==> config.mk <==
export PLATFORM = sky130hd
export DESIGN_NAME = i2c_reg_sequencer
export DESIGN_NICKNAME = d
export VERILOG_FILES = /design/src/rtl/i2c_pkg.sv /design/src/rtl/i2c_reg_bank.sv /design/src/rtl/i2c_reg_sequencer.sv
export SDC_FILE = /design/constraint.sdc
export NUM_CORES = 1
export LEC_CHECK = 0
export CAP_MARGIN = 10
export CORE_UTILIZATION = 41
export DETAILED_ROUTE_END_ITERATION = 8
export PLACE_DENSITY_LB_ADDON = 0.12
export RECOVER_POWER = 25
export SLEW_MARGIN = 20
export SYNTH_ARGS = -nofsm -noshare
export SYNTH_HDL_FRONTEND = slang
export SYNTH_HIERARCHICAL = 1
export SYNTH_SLANG_ARGS = --single-unit
export TNS_END_PERCENT = 20
==> constraint.sdc <==
create_clock -name clock -period 4.76 [get_ports clock]
set_input_delay 0.714 -clock clock [delete_from_list [all_inputs] [get_ports clock]]
set_output_delay 0.714 -clock clock [all_outputs]
set_load 0.005 [all_outputs]
==> src/rtl/i2c_pkg.sv <==
// Types and constants shared by the I2C register sequencer and its register bank.
package i2c_pkg;

  typedef logic [7:0] byte_t;

  typedef enum logic [1:0] {
    IDLE  = 2'd0,
    PTR   = 2'd1,
    WDATA = 2'd2,
    RDATA = 2'd3
  } seq_state_t;

  localparam byte_t TX_FILL = 8'hFF;

endpackage

==> src/rtl/i2c_reg_bank.sv <==
// Read/write configuration storage with one write port and a combinational
// read mux covering the whole address space, read-only status included.
module i2c_reg_bank
  import i2c_pkg::*;
#(
  parameter  int DEPTH   = 16,
  parameter  int RW_REGS = 8,
  localparam int AW      = $clog2(DEPTH)
) (
  input  logic                         clock,
  input  logic                         reset,
  input  logic                         we,
  input  logic [AW-1:0]                addr,
  input  byte_t                        wdata,
  input  logic [AW-1:0]                raddr,
  input  logic [(DEPTH-RW_REGS)*8-1:0] status_in,
  output byte_t                        rdata,
  output logic [RW_REGS*8-1:0]         cfg_out
);

  byte_t mem    [RW_REGS];
  byte_t rd_map [DEPTH];

  // Storage write; the sequencer only raises we for read/write addresses.
  always_ff @(posedge clock or posedge reset) begin
    if (reset) begin
      for (int i = 0; i < RW_REGS; i++) mem[i] <= 8'h00;
    end else if (we) begin
      for (int i = 0; i < RW_REGS; i++) begin
        if (addr == AW'(i)) mem[i] <= wdata;
      end
    end
  end

  for (genvar g = 0; g < DEPTH; g++) begin : g_map
    if (g < RW_REGS) begin : g_rw
      assign rd_map[g]          = mem[g];
      assign cfg_out[g*8 +: 8]  = mem[g];
    end else begin : g_ro
      assign rd_map[g] = status_in[(g-RW_REGS)*8 +: 8];
    end
  end

  assign rdata = rd_map[raddr];

endmodule

==> src/rtl/i2c_reg_sequencer.sv <==
// I2C slave transaction controller: pointer/write/read sequencing over the
// register bank, local-port write arbitration (I2C first) and a sticky error.
module i2c_reg_sequencer
  import i2c_pkg::*;
#(
  parameter  int DEPTH   = 16,
  parameter  int RW_REGS = 8,
  localparam int AW      = $clog2(DEPTH)
) (
  input  logic                         clock,
  input  logic                         reset,
  input  logic                         txn_start,
  input  logic                         txn_rw,
  input  logic                         txn_stop,
  input  logic                         rx_valid,
  input  logic [7:0]                   rx_data,
  input  logic                         tx_req,
  output logic                         tx_load,
  output logic [7:0]                   tx_data,
  input  logic                         loc_we,
  input  logic [AW-1:0]                loc_addr,
  input  logic [7:0]                   loc_wdata,
  output logic                         loc_ack,
  input  logic [(DEPTH-RW_REGS)*8-1:0] status_in,
  output logic [RW_REGS*8-1:0]         cfg_out,
  output logic                         err,
  input  logic                         err_clr
);

  // One extra bit so RW_REGS == DEPTH still compares correctly.
  localparam logic [AW:0] RW_LIMIT = (AW+1)'(RW_REGS);

  seq_state_t    state;
  logic [AW-1:0] pointer;
  logic          ptr_rw;
  logic          loc_rw;
  logic          i2c_wr;
  logic          loc_accept;
  logic          new_err;
  logic          bank_we;
  logic [AW-1:0] bank_addr;
  byte_t         bank_wdata;
  byte_t         rd_data;

  i2c_reg_bank #(
    .DEPTH   (DEPTH),
    .RW_REGS (RW_REGS)
  ) u_bank (
    .clock     (clock),
    .reset     (reset),
    .we        (bank_we),
    .addr      (bank_addr),
    .wdata     (bank_wdata),
    .raddr     (pointer),
    .status_in (status_in),
    .rdata     (rd_data),
    .cfg_out   (cfg_out)
  );

  // Write-port arbitration and error detection; a request is ignored in its ack cycle.
  always_comb begin
    ptr_rw     = ({1'b0, pointer} < RW_LIMIT);
    loc_rw     = ({1'b0, loc_addr} < RW_LIMIT);
    i2c_wr     = rx_valid && (state == WDATA) && ptr_rw;
    loc_accept = loc_we && !loc_ack && !i2c_wr;
    bank_we    = i2c_wr || (loc_accept && loc_rw);
    if (i2c_wr) begin
      bank_addr  = pointer;
      bank_wdata = rx_data;
    end else begin
      bank_addr  = loc_addr;
      bank_wdata = loc_wdata;
    end
    new_err = (rx_valid && (state != PTR) && !((state == WDATA) && ptr_rw))
           || (tx_req && (state != RDATA))
           || (loc_accept && !loc_rw);
  end

  // Sequencer FSM with pointer, transmit register, local ack and sticky error.
  always_ff @(posedge clock or posedge reset) begin
    if (reset) begin
      state   <= IDLE;
      pointer <= '0;
      tx_load <= 1'b0;
      tx_data <= 8'h00;
      loc_ack <= 1'b0;
      err     <= 1'b0;
    end else begin
      tx_load <= 1'b0;
      loc_ack <= loc_accept;
      case (state)
        IDLE:  state <= IDLE;
        PTR: begin
          if (rx_valid) begin
            pointer <= rx_data[AW-1:0];
            state   <= WDATA;
          end
        end
        WDATA: begin
          if (rx_valid) pointer <= pointer + AW'(1);
        end
        RDATA: begin
          if (tx_req) begin
            tx_data <= rd_data;
            tx_load <= 1'b1;
            pointer <= pointer + AW'(1);
          end
        end
        default: state <= IDLE;
      endcase
      // The slave never stalls: answer out-of-place requests with filler.
      if (tx_req && (state != RDATA)) begin
        tx_data <= TX_FILL;
        tx_load <= 1'b1;
      end
      if (txn_start) begin
        state <= txn_rw ? RDATA : PTR;
      end else if (txn_stop) begin
        state <= IDLE;
      end
      if (new_err) begin
        err <= 1'b1;
      end else if (err_clr) begin
        err <= 1'b0;
      end
    end
  end

endmodule

# --- Word-level counts from Yosys, hierarchy flattened ---
# Index checks and enable logic that the tools add are counted.
totals:
  regBits: 81
  out_inout_bits: 75
classes:
  n_reduce_logical: 35
  bitwise_logic: 1
  n_lt_le_gt_ge: 3
  n_mux: 22
  addsub: 1
  eq_ne: 16
op_table:
  columns: ["cell", "n"]
  rows:
  - ["$mux W8", 6]
  - ["$bmux W8 S4", 1]
  - ["$reduce_and A2 Y1", 10]
  - ["$eq A4 B3 Y1 const B", 4]
  - ["$mux W4", 4]
  - ["$pmux W4 S3", 1]
  - ["$logic_and A1 B1 Y1", 10]
  - ["$eq A4 B2 Y1 const B", 2]
  - ["$lt A4 B4 Y1 const B", 2]
  - ["$mux W2", 4]
  - ["$ne A2 B2 Y1 const B", 4]
  - ["$reduce_bool A2 Y1", 3]
  - ["$ge A5 B5 Y1 const B", 1]
  - ["$mux W1", 5]
  - ["$not A4 Y5", 1]
  - ["$add A4 B1 Y4 const B", 1]
  - ["$eq A2 B2 Y1 const B", 2]
  - ["$eq A4 B1 Y1 const B", 1]
  - ["$logic_not A1 Y1", 4]
  - ["$logic_not A4 Y1", 1]
  - ["$ne A4 B4 Y1 const B", 1]
  - ["$pmux W2 S2", 1]
  - ["$reduce_and A4 Y1", 1]
  - ["$reduce_bool A4 Y1", 1]
  - ["5 further kinds", 7]

# --- Logic depth before layout (Yosys ltp) ---
# Gate-level depths: netlist of the first run.
logic_depth:
  ltp_word: 8
  mapped_depth: 8
  ltp_nobuf: 5

# --- Modules after synthesis ---
# The synthesis of the first run kept the hierarchy.
modules_own_cells:
  columns: ["module", "instances", "cells_each", "area_per_inst_um2", "seq_area_each_um2"]
  rows:
  - ["i2c_reg_bank", 1, 213, 3485.8, 1601.5]
  - ["i2c_reg_sequencer", 1, 102, 987.2, 425.4]

# --- Worst setup path before layout of the first run ---
# Ideal clock, no wire load.
synth_path:
  kind: "input port to flip-flop"
  from: "in rx_valid"
  to: "reg u_bank.mem, in the netlist u_bank/cfg_out[24]"
  n_path_buf: 1
  t_arrival_ns: 2.241
  setup_slack_ns: 2.394
  path_stages: 6
  cell_sequence: "and4bb_4 mux2_2 nor3b_2 nor2b_1 buf_2 mux2_2"
synth_between:
  word_cells_on_any_way: 10
  classes_between: "eq/ne (1); mux (2); reduce/logical (7)"
synth_lines:
  columns: ["item", "line_no", "rtl"]
  rows:
  - ["start: declaration", "i2c_reg_sequencer.sv:15", "input logic rx_valid,"]
  - ["$logic_and A1 B1 Y1 (2 in series)", "i2c_reg_sequencer.sv:64", "i2c_wr = rx_valid && (state == WDATA) && ptr_rw;"]
  - ["$mux W4", "i2c_reg_sequencer.sv:67", "if (i2c_wr) begin"]
  - ["named net bank_addr[2]", "i2c_reg_sequencer.sv:41", "logic [AW-1:0] bank_addr;"]
  - ["$eq A4 B2 Y1", "i2c_reg_bank.sv:30", "if (addr == AW'(i)) mem[i] <= wdata;"]
  - ["$reduce_and A2 Y1 (no source line)", null, null]
  - ["end signal: indexed assignment", "i2c_reg_bank.sv:30", null]
  - ["end: declaration", "i2c_reg_bank.sv:21", "byte_t mem [RW_REGS];"]
# The timed path passes the listed nets, and every way through them passes these cells.
# A chain may end at the register's enable or synchronous reset.

# --- Worst setup path in the final report of the first run ---
layout_path:
  from: "in rx_valid"
  to: "reg u_bank.mem, in the netlist u_bank/cfg_out[28]"
# Same word-level chain as after synthesis.

==> flow_summary.ini, run 1 <==
[detailed_routing]
ant_nets = 0
drtIter0Drc = 148
wirelength_mm = 12.8
drc_errors = 0
dr.pass1.iters = 4
wl_per_cell_um = 20.7
vias = 3403
vias_per_cell = 5.50

[clock_tree]
cts.sink_count = 81
postCtsResizedCells = 0
cts_hold_buf = 0
cts-root-buf = clkbuf_8
post_cts_buffers = 0
htreeDepth = 3
cts_made_buffers = 9
cts.clk_slew.worst_paths_ns = 0.08
cts_tree = built
clk_path_buf_depth = 2
clock_latency_ns = 0.36

[yosys]
ys_seq_area_share_pct = 45.3
synth_area_leaders = dfrtp_1 (45%), mux2_2 (18%), mux4_2 (8.6%), mux4_1 (8.2%), a22oi_1 (2.7%)
synth_ff_type = dfrtp_1
ys_types = 43
ys_ff_latch = 81
yosysWarnings = 6
synth-edff-count = 0
yosys-top-cells-count = dfrtp_1 (81), mux2_2 (73), nor2_1 (20), mux4_2 (17), a22oi_1 (16)
synth_top_area_share_pct = 45.3
synth_fp_nets = 409
synth.avg_cell_area_um2 = 14.2
synth_area_um2 = 4470
yosys.area.top_type = dfrtp_1
async_reset_ff_share_pct = 100
yosysMostFrequentCell = dfrtp_1
synthCells = 315

[sta]
setup_violations = 0
finalClockSkew_ns = 0.0145
relSlewSlack_pct = -5.72
fmax_mhz = 275
drv_slew = 65
fin_setup_tns_ns = 0
worst_pin_slew_ns = 1.59
hold_viol = 0
finalHoldWorstSlack_ns = 0.533
fin_crit_ns = 3.63
period_share_pct = 76.3
rsz0062_at_grt = false

[setup_path]
worstPathCellList = dlygate4sd3_1, and4bb_1, mux2_2, nor3b_2, nor2b_1, mux2_2
critPathBufInv = 1
required_ns = 5.00
max_stage_delay_ns = 0.68
path_depth = 6
reg2reg_depth = 5
setup.worst_path.start_class = input port
worstPathMaxFanout = 14
cp_top_family = simple AND/OR/NAND/NOR gates
arrival_ns = 3.87
cpMaxStageDelayCell = dlygate4sd3_1
critPathCaptureType = register
worstSetupPathType = input port to register
crit_path_frequent_cell = mux2_2

[placement]
place_area_um2 = 6210
io_buffers = 167
dp_hpwl_mm = 9.22
dpl.cell_count = 603
gp_congestion = 0.776

[finish]
stdcell_count = 619
diodes = 0
syn_to_final_growth_pct = 42.9
fin_nets = 572
layout-drive-gt1-share_pct = 24.8
postLayoutCoreUtil_pct = 61.1
final_area_um2 = 6390

[die]
die_w_um = 106
die-area_um2 = 11300
num_rows = 37
fp.coreArea_um2 = 10500
start_util_pct = 42.8
pin_count = 168
chipHeight_um = 106

[global_routing]
grt_pass1_wl_mm = 19.7
antenna_found_initial = 0
grt_max_degree = 65
grt_pass1_vias = 3515
gr-total-overflow = 0
grt.total_usage_pct = 23.3

[status]
violations = capacitance limit, slew limit
status = complete, but fails checks

[power_and_ir_drop]
peakVddDrop_mv = 0.222
power_leakage_uw = 0.00268
power_density_nw_per_um2 = 420

[hold_path]
hold_class = register to register
min_delay_path_depth = 2

[run]
maxCapViolations = 1
[worst reg2reg max path: cells and delay by family, from the launching register on]
kind	cells	cell delay (ns)
mux	2	0.87
flops	1	0.63
simple gates	3	1.65
[power breakdown]
group          internal [uW]  switching [uW]  total, uW
Sequential               864             209       1070
Clock                    198             279        477
Combinational            747             387       1130
Total                   1810             875       2680
[path summary, 6_finish.rpt]
| check | start | end | slack [ns] |
|---|---|---|---|
| setup / recovery | rx_valid | u_bank/cfg_out[28] | 1.13 |
| hold / removal | tx_data[0] | tx_data[0] | 0.53 |
| setup reg to reg | state[1] | u_bank/cfg_out[28] | 1.51 |
| hold reg to reg | tx_data[0] | tx_data[0] | 0.53 |
| max in group asynchronous | reset | u_bank/cfg_out[19] | 2.43 |
| min in group asynchronous | reset | tx_data[6] | 0.92 |
[routing by layer]
metal,vias to the layer above,global-route usage [%],part of all wire (%)
met5,-,0,0
met4,0,7.24,1.5
met3,12,5.95,7.1
met2,132,39.1,49
met1,1722,29.5,42
li1,1537,-,-
[flip-flops by register name, indices dropped and copies added (netlist names)]
signal,count
err,1
loc_ack,1
pointer,4
state,2
tx_data,8
tx_load,1
u_bank/cfg_out,64
[final cells by class]
class / instances / area [um2]
fillers: 912 / 4070
clock inverters: 7 / 61.3
repair buffers: 170 / 1690
flip-flops and latches: 81 / 2030
multi-input cells: 211 / 2300
inverters: 5 / 18.8
well taps: 136 / 170
clock buffers: 9 / 124
[through the flow]
| stage | power [uW] | setup slack (ns) |
|---|---|---|
| 2_1_floorplan | 1670 | 2.39 |
| 3_3_place_gp | 2210 | 1.20 |
| 3_5_place_dp | 2230 | 1.11 |
| 4_1_cts | 2710 | 1.49 |
| 5_1_grt | 2850 | 1.02 |
| 6_report | 2680 | 1.13 |
[logic make-up (layout without fill, tap and decap cells)]
group | after synthesis | in the layout | synth area share (%)
muxes | 110 | 110 | 37.0
DFF | 81 | 81 | 45.3
and+or+nand+nor | 61 | 61 | 7.94
AOI/OAI and AO/OA | 39 | 39 | 6.27
buffers and inverters | 23 | 191 | 3.19
adders and majority gates | 1 | 1 | 0.280
[cells in the final DEF (no fill, tap or decap), types with 2 or more instances in the layout]
cell             Yosys  routed
a21oi_1             11      11
a22oi_1             16      16
buf_4                2       2
clkbuf_8             0       9
clkdlybuf4s50_1      0     164
clkinv_4             0       2
clkinvlp_4           0       2
dfrtp_1             81      80
dlygate4sd3_1        0       3
inv_1                5       4
inv_6                0       2
mux2_1               2       2
mux2_2              73      73
mux2i_1              2       2
mux4_1              14      14
mux4_2              17      17
nand2_1             15      15
nand2b_1             3       3
nand3b_1             2       2
nor2_1              20      20
nor2b_1              8       8
nor3b_1              2       2
nor3b_4              2       2
o21ai_0              3       3
o31ai_1              2       2
(Power assumes the default switching activity.)
==> run 2, diff against run 1 <==
- clock period: 4.76 -> 3.7 ns (I/O delays scaled with it)
==> flow_summary.ini, run 2 (same netlist as run 1, synthesis figures left out) <==
[status]
status = complete, but fails checks
violations = capacitance limit, slew limit

[finish]
layout_commonest_cell = clkdlybuf4s50_1
diodes = 0
syn_to_final_growth_pct = 44.8
largest_reg_flops = 64
fin_nets = 576
layout-drive-gt1-share_pct = 25.9
fillers = 844
mostFrequentLayoutCells = clkdlybuf4s50_1 (166), dfrtp_1 (80), mux2_2 (73)

[placement]
gp_congestion = 0.781
io_buffers = 167
dp_hpwl_mm = 9.75

[die]
start_util_pct = 42.8
die-area_um2 = 11300
fp.coreArea_um2 = 10500
num_rows = 37
pin_count = 168
chipHeight_um = 106
die_w_um = 106

[power_and_ir_drop]
power_frac_seq_pct = 37.6
power_leakage_uw = 0.00273
power_density_nw_per_um2 = 558
clockPowerShare_pct = 20.8
p_sw_share_pct = 31.6
peakVddDrop_mv = 0.321
pwr-share-comb_pct = 41.6
netSwitchingPower_uw = 1140
internal-power_uw = 2470

[detailed_routing]
drc_errors = 0
vias = 3414
drtIter0Drc = 127
wl_per_cell_um = 21.1
ant_nets = 0
vias_per_cell = 5.48
dr.pass1.iters = 4
wirelength_mm = 13.2

[clock_tree]
cts_tree = built
cts_hold_buf = 0
cts.clk_slew.worst_paths_ns = 0.09
cts-root-buf = clkbuf_8
cts.sink_count = 81
post_cts_buffers = 0
postCtsResizedCells = 0
clock_latency_ns = 0.36
cts_made_buffers = 9
htreeDepth = 3
clk_path_buf_depth = 2

[setup_path]
reg2reg_depth = 5
worstPathMaxFanout = 14
worstSetupPathType = input port to register
critPathCaptureType = register
arrival_ns = 3.25
required_ns = 3.95
setup.worst_path.start_class = input port

[sta]
drv_slew = 55
relSlewSlack_pct = -61.5
fin_setup_tns_ns = 0
setup_violations = 0
fin_crit_ns = 3.00
period_share_pct = 81.1
rsz0062_at_grt = false
hold_viol = 0
worst_pin_slew_ns = 2.41
finalClockSkew_ns = 0.0100
finalHoldWorstSlack_ns = 0.536
fmax_mhz = 333

[global_routing]
grt_pass1_vias = 3651
grt_max_degree = 55
grt_pass1_wl_mm = 20.3
grt.total_usage_pct = 23.8
gr-total-overflow = 0
antenna_found_initial = 0

[hold_path]
hold_class = register to register
min_delay_path_depth = 1

[run]
maxCapViolations = 1
## run 2: cell count changes in the layout (fill, tap and decap cells not counted), sizes merged
cell	change
buf	+5
bufinv	+2
clkbuf	-1
clkdlybuf4s50	+2
clkinv	-2
clkinvlp	-1
dlygate4sd3	-2
inv	+1
## run 2: final timing paths
path / from / end / slack, ns
worst max register to register: state[1] / u_bank/cfg_out[14] / 0.84
worst min register to register: u_bank/cfg_out[58] / u_bank/cfg_out[58] / 0.54
worst min-delay path: u_bank/cfg_out[58] / u_bank/cfg_out[58] / 0.54
max in group asynchronous: reset / u_bank/cfg_out[7] / 1.27
min in group asynchronous: reset / pointer[2] / 0.77
worst max-delay path: rx_valid / u_bank/cfg_out[14] / 0.70
## run 2: routing by layer
layer,vias to the layer above,track usage (%),part of all wire [%]
met1,1727,30.2,42
met3,17,4.84,6.6
met2,124,40.7,49
li1,1546,-,-
met4,0,7.73,1.8
met5,-,0,0
## run 2: critical path, stage by stage
cell and delay [ns]:
clkdlybuf4s50_1 0.62, and4bb_4 0.43, mux2_2 0.41, nor3b_2 0.27, nand3b_1 0.50, mux2_2 0.46
## run 2: metrics by stage
stage                     setup slack [ns]  total power [uW]  utilization [%]  area, um2  std cells
final                                0.701              3610             61.9       6480        623
after detailed placement             0.348              2880             59.7       6250        607
after CTS                            0.728              3650             61.9       6480        623
after floorplan                       1.48              2140                -       4470        315
after global routing                 0.600              3810             61.9       6480        623
after global placement               0.402              2850             59.7       6240        607
## run 2: power by group through the flow
stage	clock network, uW	registers (uW)	logic, uW
5_1_grt	809	1390	1610
4_1_cts	770	1360	1520
3_3_place_gp	0	1370	1490
3_5_place_dp	0	1370	1510
2_1_floorplan	0	1300	848
6_report	753	1360	1500
## run 2: layout make-up
class / instances / area, um2 / share of cell area [%]
multi-input cells: 211 / 2300 / 35.6
inverters: 5 / 20.0 / 0.309
flip-flops and latches: 81 / 2030 / 31.3
repair buffers: 174 / 1720 / 26.6
well taps: 136 / 170 / 2.63
clock inverters: 7 / 106 / 1.64
clock buffers: 9 / 124 / 1.91
==> run 3, diff against run 2 <==
- CORE_UTILIZATION: 41 -> 40
- clock period: 3.7 -> 2.64 ns (I/O delays scaled with it)
==> flow_summary.ini, run 3 (same netlist as run 1, synthesis figures left out) <==
[status]
status = complete, but fails checks
violations = capacitance limit, slew limit

[sta]
finalClockSkew_ns = 0.00880
rsz0062_at_grt = false
period_share_pct = 88.4
drv_slew = 65
setup_violations = 0
fmax_mhz = 429
relSlewSlack_pct = -5.53
worst_pin_slew_ns = 1.58
hold_viol = 0
fin_setup_tns_ns = 0
fin_crit_ns = 2.33

[global_routing]
grt_max_degree = 65
grt.total_usage_pct = 23.3
grt.met3_usage_pct = 4.72
antenna_found_initial = 0
top_usage_layer = met2
grt_pass1_wl_mm = 19.9
gr-total-overflow = 0
use_met1_pct = 29.8
grt_pass1_vias = 3610
globalRouteMet2Util_pct = 39.7

[die]
die-area_um2 = 11600
fp.coreArea_um2 = 10900
start_util_pct = 41.1
num_rows = 38
pin_count = 168
chipHeight_um = 108
die_w_um = 108

[finish]
diodes = 0
layout-drive-gt1-share_pct = 28.3
layout_commonest_cell = clkdlybuf4s50_1
fin_nets = 594
stdcell_count = 645
largest_reg_flops = 64
mostFrequentLayoutCells = clkdlybuf4s50_1 (166), dfrtp_1 (80), mux2_2 (73)
fillers = 896
syn_to_final_growth_pct = 48.6

[hold_path]
hold_class = register to register

[setup_path]
required_ns = 2.88
cpMaxStageDelayCell = dfrtp_1
max_stage_delay_ns = 0.49
worstPathMaxFanout = 8
crit_path_frequent_cell = mux2_2
critPathBufInv = 1
setup.worst_path.start_class = register
worstSetupPathType = register to register
cp_top_family = simple AND/OR/NAND/NOR gates
arrival_ns = 2.58
worstPathCellList = and4bb_4, mux2_2, nor3b_2, nor2b_1, buf_4, mux2_2
critPathCaptureType = register

[clock_tree]
clk_path_buf_depth = 2
cts_hold_buf = 0
cts.sink_count = 81
cts-root-buf = clkbuf_8
htreeDepth = 3
cts_tree = built
clock_latency_ns = 0.36
post_cts_buffers = 0
postCtsResizedCells = 0
cts_made_buffers = 9
cts.clk_slew.worst_paths_ns = 0.09

[run]
maxCapViolations = 1

[detailed_routing]
drtIter0Drc = 179
wl_per_cell_um = 20.3
vias = 3492
vias_per_cell = 5.41
ant_nets = 0
dr.pass1.iters = 4
wirelength_mm = 13.1
drc_errors = 0

[placement]
gp_congestion = 0.796
dp_hpwl_mm = 9.95
dpl.cell_count = 629
io_buffers = 167

[power_and_ir_drop]
fin_total_pwr_uw = 5180
power_leakage_uw = 0.00283
power_density_nw_per_um2 = 780
peakVddDrop_mv = 0.496
-- run 3: stage by stage --
| step | hold slack (ns) | instance area [um2] | worst slack, ns | util, % |
|---|---|---|---|---|
| CTS | 0.441 | 6660 | 0.313 | 61.2 |
| global route | 0.554 | 6650 | 0.176 | 61.1 |
| global placement | 0.499 | 6410 | 0.0479 | 58.9 |
| finish | 0.527 | 6650 | 0.307 | 61.1 |
| floorplan | 0.322 | 4470 | 0.417 | - |
| detailed placement | 0.508 | 6410 | 0.0241 | 58.9 |
-- run 3: report_power, final --
group          total (uW)  internal (uW)  switching, uW  leakage, uW
combinational        2170           1390            779      0.00169
clock                1130            657            472     0.000123
sequential           1880           1560            324      0.00101
total                5180           3610           1570      0.00283
-- run 3: layout make-up --
type	instances	area, um2	share of cell area (%)
multi-input cells	211	2300	34.7
clock buffers	10	138	2.07
inverters	5	18.8	0.282
clock inverters	6	115	1.73
well taps	140	175	2.64
repair buffers	192	1870	28.1
flip-flops and latches	81	2030	30.5
-- run 3: final timing paths --
path	from	to	slack, ns	depth (start not counted)
max	state[0]	u_bank/cfg_out[26]	0.31	6
min	u_bank/cfg_out[33]	u_bank/cfg_out[33]	0.53	1
max reg2reg	state[0]	u_bank/cfg_out[26]	0.31	6
min reg2reg	u_bank/cfg_out[33]	u_bank/cfg_out[33]	0.53	1
max in group asynchronous	reset	u_bank/cfg_out[25]	0.66	3
min in group asynchronous	reset	state[0]	0.60	2
-- run 3: worst register-to-register path: stages, from the launching register on --
cell and delay, ns:
dfrtp_1 0.49, and4bb_4 0.36, mux2_2 0.38, nor3b_2 0.29, nor2b_1 0.17, buf_4 0.17
mux2_2 0.35
-- run 3: layer usage --
layer	part of all wire, %	up-vias
met5	0	-
met4	1.7	0
met3	6.2	15
met2	49	128
met1	43	1765
li1	-	1584
